--- config.mk ---
export PLATFORM = sky130hd
export DESIGN_NAME = alu_precond16_flat
export DESIGN_NICKNAME = d
export VERILOG_FILES = /design/src/rtl/alu_precond16_if.sv /design/src/rtl/alu_precond16.sv /design/src/flat_wrapper.sv
export SDC_FILE = /design/constraint.sdc
export NUM_CORES = 1
export LEC_CHECK = 0
export CORE_MARGIN = 2
export CORE_UTILIZATION = 45
export DETAILED_ROUTE_END_ITERATION = 10
export GPL_TIMING_DRIVEN = 0
export PLACE_DENSITY = 0.72
export REMOVE_ABC_BUFFERS = 1
export SKIP_CTS_REPAIR_TIMING = 1
export SLEW_MARGIN = 20
export SYNTH_ARGS = -nofsm -noshare
export SYNTH_HDL_FRONTEND = slang
export SYNTH_SLANG_ARGS = --single-unit
--- constraint.sdc ---
create_clock -name clk -period 1.9 [get_ports clk]
set_input_delay 0.285 -clock clk [delete_from_list [all_inputs] [get_ports clk]]
set_output_delay 0.285 -clock clk [all_outputs]
set_load 0.02 [all_outputs]
--- src/rtl/alu_precond16_if.sv ---
// Handshake bundle between the raw-operand producer, the preconditioning
// stage and the downstream ALU core.
interface alu_precond16_if #(
    parameter int WIDTH = 16
) ();
    logic             in_valid;
    logic             in_ready;
    logic [WIDTH-1:0] x;
    logic [WIDTH-1:0] y;
    logic             zx;
    logic             nx;
    logic             zy;
    logic             ny;
    logic             f;
    logic             no;
    logic             out_valid;
    logic             out_ready;
    logic [WIDTH-1:0] xp;
    logic [WIDTH-1:0] yp;
    logic             f_q;
    logic             no_q;

    modport master (
        output in_valid, x, y, zx, nx, zy, ny, f, no, out_ready,
        input  in_ready, out_valid, xp, yp, f_q, no_q
    );

    modport slave (
        input  in_valid, x, y, zx, nx, zy, ny, f, no, out_ready,
        output in_ready, out_valid, xp, yp, f_q, no_q
    );
endinterface

--- src/rtl/alu_precond16.sv ---
// Hack ALU operand preconditioning (zero then invert) registered behind a
// two-entry skid buffer so the stage sustains one set per cycle.
module alu_precond16 #(
    parameter int WIDTH = 16
) (
    input  logic           clk,
    input  logic           reset,
    alu_precond16_if.slave bus
);
    localparam int DW = 2 * WIDTH + 2;

    typedef enum logic [1:0] {
        ST_EMPTY = 2'd0,
        ST_ONE   = 2'd1,
        ST_FULL  = 2'd2
    } occ_e;

    occ_e          state_q, state_d;
    logic          in_ready_q, in_ready_d;
    logic          out_valid_q, out_valid_d;
    logic [DW-1:0] m_data_q, m_data_d;
    logic [DW-1:0] s_data_q, s_data_d;
    logic [DW-1:0] pre_s;
    logic          acc_s;
    logic          drn_s;

    function automatic logic [WIDTH-1:0] precond(input logic [WIDTH-1:0] v,
                                                 input logic zero,
                                                 input logic inv);
        logic [WIDTH-1:0] t;
        t = zero ? {WIDTH{1'b0}} : v;
        return inv ? ~t : t;
    endfunction

    // Preconditioned payload and handshake events for the coming edge.
    always_comb begin
        pre_s = {precond(bus.x, bus.zx, bus.nx),
                 precond(bus.y, bus.zy, bus.ny),
                 bus.f, bus.no};
        acc_s = bus.in_valid && in_ready_q;
        drn_s = out_valid_q && bus.out_ready;
    end

    // Occupancy next-state and register steering.
    always_comb begin
        state_d  = state_q;
        m_data_d = m_data_q;
        s_data_d = s_data_q;
        case (state_q)
            ST_EMPTY: begin
                if (acc_s) begin
                    m_data_d = pre_s;
                    state_d  = ST_ONE;
                end else begin
                    state_d  = ST_EMPTY;
                end
            end
            ST_ONE: begin
                if (acc_s && drn_s) begin
                    m_data_d = pre_s;
                    state_d  = ST_ONE;
                end else if (acc_s) begin
                    // Main is stalled, so the new set parks in the skid slot.
                    s_data_d = pre_s;
                    state_d  = ST_FULL;
                end else if (drn_s) begin
                    state_d  = ST_EMPTY;
                end else begin
                    state_d  = ST_ONE;
                end
            end
            ST_FULL: begin
                if (drn_s) begin
                    m_data_d = s_data_q;
                    state_d  = ST_ONE;
                end else begin
                    state_d  = ST_FULL;
                end
            end
            default: begin
                state_d = ST_EMPTY;
            end
        endcase
        in_ready_d  = (state_d != ST_FULL);
        out_valid_d = (state_d != ST_EMPTY);
    end

    // State and data registers with synchronous reset.
    always_ff @(posedge clk) begin
        if (reset) begin
            state_q     <= ST_EMPTY;
            in_ready_q  <= 1'b1;
            out_valid_q <= 1'b0;
            m_data_q    <= {DW{1'b0}};
            s_data_q    <= {DW{1'b0}};
        end else begin
            state_q     <= state_d;
            in_ready_q  <= in_ready_d;
            out_valid_q <= out_valid_d;
            m_data_q    <= m_data_d;
            s_data_q    <= s_data_d;
        end
    end

    assign bus.in_ready  = in_ready_q;
    assign bus.out_valid = out_valid_q;
    assign bus.xp        = m_data_q[DW-1:WIDTH+2];
    assign bus.yp        = m_data_q[WIDTH+1:2];
    assign bus.f_q       = m_data_q[1];
    assign bus.no_q      = m_data_q[0];
endmodule

--- src/flat_wrapper.sv ---
// flat-port wrapper written by rule: the top's interface ports become plain ports
module alu_precond16_flat 
#(
    parameter int WIDTH = 16
)
  (clk, reset, bus_in_valid, bus_x, bus_y, bus_zx, bus_nx, bus_zy, bus_ny, bus_f, bus_no, bus_out_ready, bus_in_ready, bus_out_valid, bus_xp, bus_yp, bus_f_q, bus_no_q);
  alu_precond16_if #(.WIDTH(WIDTH)) bus_i ();
  input  logic clk;
  input  logic reset;
  input wire logic [$bits(bus_i.in_valid)-1:0] bus_in_valid;
  input wire logic [$bits(bus_i.x)-1:0] bus_x;
  input wire logic [$bits(bus_i.y)-1:0] bus_y;
  input wire logic [$bits(bus_i.zx)-1:0] bus_zx;
  input wire logic [$bits(bus_i.nx)-1:0] bus_nx;
  input wire logic [$bits(bus_i.zy)-1:0] bus_zy;
  input wire logic [$bits(bus_i.ny)-1:0] bus_ny;
  input wire logic [$bits(bus_i.f)-1:0] bus_f;
  input wire logic [$bits(bus_i.no)-1:0] bus_no;
  input wire logic [$bits(bus_i.out_ready)-1:0] bus_out_ready;
  output wire logic [$bits(bus_i.in_ready)-1:0] bus_in_ready;
  output wire logic [$bits(bus_i.out_valid)-1:0] bus_out_valid;
  output wire logic [$bits(bus_i.xp)-1:0] bus_xp;
  output wire logic [$bits(bus_i.yp)-1:0] bus_yp;
  output wire logic [$bits(bus_i.f_q)-1:0] bus_f_q;
  output wire logic [$bits(bus_i.no_q)-1:0] bus_no_q;
  assign bus_i.in_valid = bus_in_valid;
  assign bus_i.x = bus_x;
  assign bus_i.y = bus_y;
  assign bus_i.zx = bus_zx;
  assign bus_i.nx = bus_nx;
  assign bus_i.zy = bus_zy;
  assign bus_i.ny = bus_ny;
  assign bus_i.f = bus_f;
  assign bus_i.no = bus_no;
  assign bus_i.out_ready = bus_out_ready;
  assign bus_in_ready = bus_i.in_ready;
  assign bus_out_valid = bus_i.out_valid;
  assign bus_xp = bus_i.xp;
  assign bus_yp = bus_i.yp;
  assign bus_f_q = bus_i.f_q;
  assign bus_no_q = bus_i.no_q;
  alu_precond16 #(.WIDTH(WIDTH)) u_core (.clk(clk), .reset(reset), .bus(bus_i));
endmodule
==> flow_summary_export.csv <==
group,metric,value,unit
critical_path,crit_path_end_kind,"flop",
grt,overflow,0,
sta,min_period,1.85,ns
sta,max_slew_margin,0.340,
yosys,synth-seq-area-share,0.379,
placement,dpl.cell_count,540,
layout,antennaDiodeCount,0,
yosys,synth_largest_area_cell,"dfxtp_1",
floorplan,initial_utilization,0.462,
pwr,p_per_area,828,mW/mm^2
pwr,ir_drop,0.000466,V
yosys,synthesis.area,0.00380,sq mm
sta,hold_viol,0,
clock_network,tritoncts,"yes",
yosys,synth-seq-cells,72,
drt,dr.max_layer_used,"met4",
grt,grt_first_pass_wirelength,13600,um
pwr,p_leak,1.91,nW
drt,post_drt_wl_per_cell,16.7,um
layout,syn2layout_area_growth,27.5,%
grt,groute.usage.overall,0.190,
layout,nets,504,
drt,first_pass_iters,4,
pwr,report.power.total,0.00401,W
placement,placedInstanceArea,0.00448,sq mm
clock_network,cts_sinks,72,
placement,hpwl,5230,um
sta,finalSetupViolCount,0,
layout,regArea,0.00144,sq mm
sta,fin_setup_tns,0,ns
floorplan,core,0.00822,sq mm
critical_path,cp-start-kind,"input port",
drt,wl_met2,4670,um
layout,drive_gt1_frac,0.197,
critical_path,required,2.13,ns
sta,tightest_slew,0.987,ns
sta,fin_ws,0.0511,ns
drt,wl_met3,428,um
clock_network,clk_pin_slew,0.07,ns
floorplan,die_area,0.00919,sq mm
yosys,syn_avg_cell_area,9.69,sq um
sta,skew,0.0133,ns
layout,multi_input_area,0.00215,sq mm
grt,grt_start_max_net_pins,61,
placement,dp_slack,-0.675,ns
drt,first_iter_violations,134,
grt,antenna_found_initial,0,
drt,viasPerCell,5.40,
floorplan,ios,78,
outcome,status,"complete, no violations",
drt,drc,0,
clock_network,htreeDepth,3,
layout,stdcell_count,572,
drt,final_antenna_net_count,0,
drt,dr_total_vias,3086,
clock_network,cts_root_buf,"clkbuf_8",
yosys,yosysUniqueCellTypes,34,
layout,stdcell_area,0.00484,sq mm
grt,grt_pass1_vias,2839,
clock_network,clk_path_buf_depth,2,
critical_path,crit_fanout,16,
drt,drt-total-wl,9560,um
layout,nFillCells,738,
placement,gp_congestion,0.765,
floorplan,die_h,95.9,um
clock_network,cts_buffers,9,
sta,slew_violations,0,
floorplan,die_w,95.9,um
placement,io_buffers,77,
sta,finalCritPeriodShare,0.973,
yosys,synth_top_area_frac,0.379,
drt,met1Wirelength,4360,um
sta,rsz0062_at_grt,"no",
flow_run,drv_cap,0,
yosys,synth_cells,392,
worst_hold_path,hp-class,"input port to flop",
yosys,yosys_warnings,0,
yosys,synth_area_leaders,"dfxtp_1 38%, a211oi_2 8.6%, xnor2_1 7.4%",
sta,max_freq,541,MHz
floorplan,rows,33,
critical_path,cp.arrival,2.08,ns
clock_network,clk_latency,0.33,ns
critical_path,worstSetupPathType,"input port to flop",
cells in the mapped netlist, drive strengths merged:
cell,n
buf,23
o21a,1
nand2b,7
o21bai,1
nand2,30
o21ai,36
dfxtp,72
mux2i,16
a21oi,3
nand4,7
nor2b,17
and3,1
a21o,27
o21ba,1
a221oi,1
xnor2,32
nor3,1
and3b,1
inv,2
nand3,1
nor2,34
or2b,1
clkbuf,13
and4,26
a211oi,26
and2b,10
o311a,2
registers in the layout, indices dropped and copies added, names as in the netlist:
name / cells
u_core.bus.out_valid: 1
u_core.state_q: 2
u_core.m_data_q: 34
u_core.bus.in_ready: 1
u_core.s_data_q: 34
worst max-delay path, cell delays in order:
cell,delay (ns)
clkdlybuf4s50_1,0.90
xnor2_1,0.57
o21ai_0,0.13
a21o_1,0.18
routing by layer:
layer / vias up / GRT usage
met4: 0 / 0.0619
met5: - / 0
met1: 1464 / 0.247
met2: 92 / 0.325
met3: 9 / 0.0251
li1: 1521 / -
stage by stage:
step	hold WS [ns]	util
3_3_place_gp	0.472	0.539
2_1_floorplan	0.350	-
6_report	0.436	0.589
4_1_cts	0.431	0.569
3_5_place_dp	0.482	0.545
5_1_grt	0.432	0.589
path summary, 6_finish.rpt:
path,start,end,cells after the start,slack (ns)
setup / recovery,bus_ny,u_core.m_data_q[6],4,0.05
hold / removal,reset,u_core.bus.out_valid,2,0.44
setup reg to reg,u_core.state_q[1],u_core.s_data_q[8],4,0.13
hold reg to reg,u_core.m_data_q[26],u_core.m_data_q[26],2,0.49
layout by cell type (no fill, tap or decap), drive strengths merged, types with 2 or more instances in the layout:
master         Yosys  final
clkdlybuf4s50      0     76
dfxtp             72     72
o21ai             36     36
nor2              34     34
xnor2             32     32
nand2             30     30
a21o              27     27
a211oi            26     26
and4              26     26
nor2b             17     18
mux2i             16     16
buf               23     13
clkbuf            13     11
and2b             10     10
nand4              7      7
nand2b             7      7
a21oi              3      4
clkinvlp           0      3
and3               1      3
clkinv             0      3
o21bai             1      2
o311a              2      2
where the power goes:
part | switching (W) | total, W | internal [W]
combinational | 0.000553 | 0.00106 | 0.000506
sequential | 0.0000951 | 0.00175 | 0.00166
clock | 0.000558 | 0.00120 | 0.000641
total | 0.00121 | 0.00401 | 0.00280
area by class of cell:
cell class                 instances  share of cell area
clock buffer                      11              0.0292
clock inverter                     5              0.0116
inverter                           2             0.00232
multi-input combinational        287               0.445
sequential                        72               0.298
tap                              105              0.0271
timing repair buffer              89               0.186
timing repair inverter             1             0.00155
kinds of logic after synthesis:
kind of cell	after synthesis	share of synthesized area
AO/OA/AOI/OAI	98	0.211
XOR/XNOR	32	0.0738
buffers and inverters	38	0.0747
flip-flops	72	0.379
multiplexers	16	0.0421
AND/OR/NAND/NOR	136	0.219
Power figures use the tool's default switching activity.
==> variant 1: new RTL, same settings <==
`WIDTH` is set to 16 in 3 places; all go to 24.
--- a/src/rtl/alu_precond16_if.sv
+++ b/src/rtl/alu_precond16_if.sv
@@ -1,7 +1,7 @@
 // Handshake bundle between the raw-operand producer, the preconditioning
 // stage and the downstream ALU core.
 interface alu_precond16_if #(
-    parameter int WIDTH = 16
+    parameter int WIDTH = 24
 ) ();
     logic             in_valid;
     logic             in_ready;
--- a/src/rtl/alu_precond16.sv
+++ b/src/rtl/alu_precond16.sv
@@ -1,7 +1,7 @@
 // Hack ALU operand preconditioning (zero then invert) registered behind a
 // two-entry skid buffer so the stage sustains one set per cycle.
 module alu_precond16 #(
-    parameter int WIDTH = 16
+    parameter int WIDTH = 24
 ) (
     input  logic           clk,
     input  logic           reset,
--- a/src/flat_wrapper.sv
+++ b/src/flat_wrapper.sv
@@ -1,7 +1,7 @@
 // flat-port wrapper written by rule: the top's interface ports become plain ports
 module alu_precond16_flat 
 #(
-    parameter int WIDTH = 16
+    parameter int WIDTH = 24
 )
   (clk, reset, bus_in_valid, bus_x, bus_y, bus_zx, bus_nx, bus_zy, bus_ny, bus_f, bus_no, bus_out_ready, bus_in_ready, bus_out_valid, bus_xp, bus_yp, bus_f_q, bus_no_q);
   alu_precond16_if #(.WIDTH(WIDTH)) bus_i ();
Interface: changed (resized bus_x, bus_xp, bus_y and bus_yp); port bits go from 78 to 110. No check against the original RTL was run, so the function may have changed too.
==> variant 1 against the original RTL <==
- clock power up 10%
- register-to-register slack worse by 0.04 ns
- maximum frequency up 1.9%
- hold slack worse by 0.091 ns
- final area rose by 33%
- routed wire length increased by 28%
- worst setup slack improved by 0.035 ns
- area after synthesis increased by 31%
- first-iteration DRC count grew 74%
- power is 35% higher
- count of clock-buffer cells in the layout fell by 1
- clock skew is 0.0022 ns higher
- core utilization grew 0.61 points
- sequential cell count rose by 32
- critical endpoint is now u_core.m_data_q[39]
==> variant 1: results <==
export IMPL_switching_share_pct=31.3
export IMPL_yosys_top_cells_area="dfxtp_1, mux2i_1, xnor2_1"
export IMPL_startpoint_type="flop"
export IMPL_tightest_slew_ns=0.930
export IMPL_top_regs="u_core.m_data_q: 50 flops, u_core.s_data_q: 50 flops, u_core.state_q: 2 flops"
export IMPL_pre_cts_ws_ns=-0.685
export IMPL_p_leak_nw=2.43
export IMPL_ir_drop_mv=0.477
export IMPL_hold_ws_ns=0.344
export IMPL_clk_pin_slew_worst_paths_ns=0.11
export IMPL_crit_slowest_cell="dfxtp_1"
export IMPL_antenna_found_initial=0
export IMPL_r2r_setup_slack_ns=0.09
export IMPL_synthTopCellsByCount="dfxtp_1, nor2_1, xnor2_1"
export IMPL_async_flop_share_pct=0
export IMPL_fin_skew_ns=0.0155
export IMPL_status="completed"
export IMPL_via_per_inst=5.37
export IMPL_drive_above_1_share_pct=10.5
export IMPL_yosysSeqAreaShare_pct=41.8
export IMPL_final_nets=692
export IMPL_met3_usage_pct=3.35
export IMPL_grt_max_degree=51
export IMPL_portBuffers=109
export IMPL_root_buffer="clkbuf_8"
export IMPL_reg2reg_depth=7
export IMPL_timing_fmax_ghz=0.551
export IMPL_hold_path_endpoint="u_core.s_data_q[42]"
export IMPL_drt_initial_drc_count=233
export IMPL_grt_util_met2_pct=35.0
export IMPL_reg2reg_from="u_core.state_q[0]"
export IMPL_grt_pass1_wl_um=18600
export IMPL_drt_total_wl_um=12200
export IMPL_first_pass_iters=5
export IMPL_cp_max_fo=20
export IMPL_r2r_end="u_core.m_data_q[39]"
export IMPL_grtUsageMet1_pct=23.4
export IMPL_worst_path_largest_cell_delay_ns=0.57
export IMPL_grt_pass1_vias=4026
==> variant 1: final cells by class <==
type	count	area [um^2]
Clock buffer	10	138
Clock inverter	6	50.0
Fill cell	978	4380
Inverter	2	7.51
Multi-Input combinational cell	396	2710
Sequential cell	104	2080
Tap cell	140	175
Timing Repair Buffer	121	1300
==> variant 1: worst max-delay path by stage <==
stage                     cells after the start                   to
final                                         7  u_core.m_data_q[39]
after global routing                          7  u_core.m_data_q[39]
after CTS                                     6   u_core.m_data_q[3]
after detailed placement                      6   u_core.m_data_q[7]
after global placement                        4   u_core.m_data_q[2]
after floorplan                               4  u_core.m_data_q[12]
==> variant 1: cell families after synthesis <==
group,after synthesis,share of synthesized area (%)
flip-flops,104,41.8
XOR/XNOR,48,8.44
AND/OR/NAND/NOR,189,19.4
multiplexers,42,8.44
AO/OA/AOI/OAI,114,17.0
buffers and inverters,53,4.87
==> variant 1: power groups by stage <==
stage | logic [mW] | registers, mW | clock network (mW)
floorplan | 0.701 | 2.70 | 0
detailed placement | 1.53 | 2.56 | 0
CTS | 1.53 | 2.51 | 1.38
global placement | 1.45 | 2.55 | 0
global route | 1.70 | 2.54 | 1.44
finish | 1.58 | 2.51 | 1.32
==> variant 1: critical path, delay by kind of cell (launching register included) <==
kind / cells / cell delay [ns]
simple gates: 2 / 0.46
flops: 1 / 0.57
buf+inv: 3 / 0.48
compound gates: 2 / 0.24
==> variant 1: per-layer routing <==
layer | up-vias | part of all wire, %
met1 | 1990 | 45
met5 | - | 0
met2 | 112 | 49
li1 | 2063 | -
met4 | 0 | 1.3
met3 | 16 | 5.2
==> variant 1: through the flow <==
stage | utilization (%) | area (um^2) | power, mW | TNS (ns) | std cells
6_report | 59.6 | 6460 | 5.41 | 0 | 779
5_1_grt | 59.6 | 6460 | 5.68 | 0 | 779
4_1_cts | 58.8 | 6370 | 5.42 | -6.63 | 771
3_5_place_dp | 57.0 | 6180 | 4.08 | -35.22 | 755
3_3_place_gp | 55.5 | 6010 | 4.00 | -337.05 | 748
2_1_floorplan | - | 4750 | 3.40 | -109.57 | 499
==> variant 2: new RTL, config.mk and constraints unchanged <==
Without the edit above. Reset style: asynchronous (`reset`), changed in one clocked block. Comments in the files are not updated.
--- a/src/rtl/alu_precond16.sv
+++ b/src/rtl/alu_precond16.sv
@@ -86,7 +86,7 @@
     end
 
     // State and data registers with synchronous reset.
-    always_ff @(posedge clk) begin
+    always_ff @(posedge clk or posedge reset) begin
         if (reset) begin
             state_q     <= ST_EMPTY;
             in_ready_q  <= 1'b1;
Check against the original RTL: differs if reset is asserted again (counterexample within 4 cycles, from zero or initial values and one cycle with reset high); with reset held inactive, the same outputs for 10 cycles.
==> variant 2 against the original RTL <==
- core utilization rose by 2.4 points
- final area fell by 2.7%
- routed wire length fell by 18%
- worst setup slack improved by 0.0037 ns
- area after synthesis fell by 6.5%
- sequential cell count did not move
- register-to-register slack got worse by 0.08 ns
- cell count fell by 7.9%
- critical endpoint is now u_core.m_data_q[30]
- highest routed layer unchanged
Power is not compared: it rests on default switching activity, and its combinational part moved more than twofold at a synthesized area within 25%.
==> variant 2: results <==
export IMPL_status="completed"
export IMPL_synth_ff_type="dfrtp_1"
export IMPL_path_class="flop to flop"
export IMPL_gp_congestion=0.712
export IMPL_hold_class="input port to async pin"
export IMPL_r2r_end="u_core.m_data_q[30]"
export IMPL_via_per_inst=5.09
export IMPL_drt_initial_drc_count=101
export IMPL_yosysUniqueCellTypes=24
export IMPL_pre_cts_ws_ns=-0.344
export IMPL_cp_max_fo=14
export IMPL_grt_usage_pct=17.6
export IMPL_fin_skew_ns=0.0153
export IMPL_yosysSeqAreaShare_pct=50.8
export IMPL_finalCriticalPeriod_ns=1.85
export IMPL_synthTopCellsByCount="dfrtp_1, nand2_1, mux2_2, o21ai_0"
export IMPL_crit_slowest_cell="dfstp_2"
export IMPL_async_flop_share_pct=100
export IMPL_r2r_setup_slack_ns=0.05
export IMPL_synthCells=349
export IMPL_drt_total_wl_um=7850
export IMPL_grt_pass1_wl_um=11900
export IMPL_relSlewSlack_pct=32.5
export IMPL_fillers=676
export IMPL_place_inst=506
export IMPL_grt_max_degree=69
export IMPL_clk_pin_slew_worst_paths_ns=0.09
export IMPL_yosys_top_cells_area="dfrtp_1, mux2_2, xnor2_1"
export IMPL_dpl_hpwl_um=4540
export IMPL_grt_pass1_vias=2524
export IMPL_worst_path_largest_cell_delay_ns=0.54
==> variant 2: kinds of logic after synthesis <==
logic type | Yosys count | share of synthesized area, %
flops | 72 | 50.8
buf+inv | 26 | 4.12
xor+xnor | 32 | 7.89
mux | 36 | 11.6
compound gates | 70 | 10.6
simple gates | 113 | 15.0
==> variant 2: layout make-up <==
type	count	area share (%)
clock inverters	6	2.76
repair buffers	83	18.1
inverters	1	0.133
multi-input cells	253	35.1
flip-flops and latches	72	38.3
clock buffers	10	2.92
well taps	102	2.71
==> variant 2: through the flow <==
step | setup TNS, ns | util, % | hold WS (ns)
6_report | 0 | 61.3 | 0.275
5_1_grt | -0.00311 | 61.3 | 0.290
4_1_cts | -6.52 | 60.5 | 0.276
3_5_place_dp | -14.49 | 57.0 | 0.472
3_3_place_gp | -224.70 | 56.0 | 0.462
2_1_floorplan | -62.84 | - | 0.436
==> variant 2: worst max-delay path: cells and delay by family, from the launching register on <==
| kind | cells | cell delay (ns) |
|---|---|---|
| buffers and inverters | 1 | 0.26 |
| multiplexers | 1 | 0.35 |
| flip-flops | 1 | 0.54 |
| AO/OA/AOI/OAI | 1 | 0.44 |
| AND/OR/NAND/NOR | 1 | 0.12 |
==> variant 2: worst max path at each step <==
stage,to,depth (start not counted)
3_3_place_gp,u_core.m_data_q[4],4
5_1_grt,u_core.m_data_q[4],4
4_1_cts,u_core.m_data_q[30],3
6_report,u_core.m_data_q[30],4
2_1_floorplan,u_core.m_data_q[10],3
3_5_place_dp,u_core.m_data_q[25],4
==> variant 2: power groups by stage <==
stage | combinational (mW) | sequential (mW) | clock (mW)
floorplan | 1.43 | 3.14 | 0
global placement | 3.06 | 2.69 | 0
detailed placement | 3.17 | 2.74 | 0
CTS | 3.18 | 2.72 | 1.64
global route | 3.52 | 2.84 | 1.71
finish | 3.24 | 2.74 | 1.61
==> variant 2: per-layer routing <==
metal	wire length, um	track usage (%)	share of wire [%]
met5	0	0	0
met4	90	6.99	1.1
met3	381	3.58	4.9
met2	3660	28.3	47
met1	3710	23.3	47
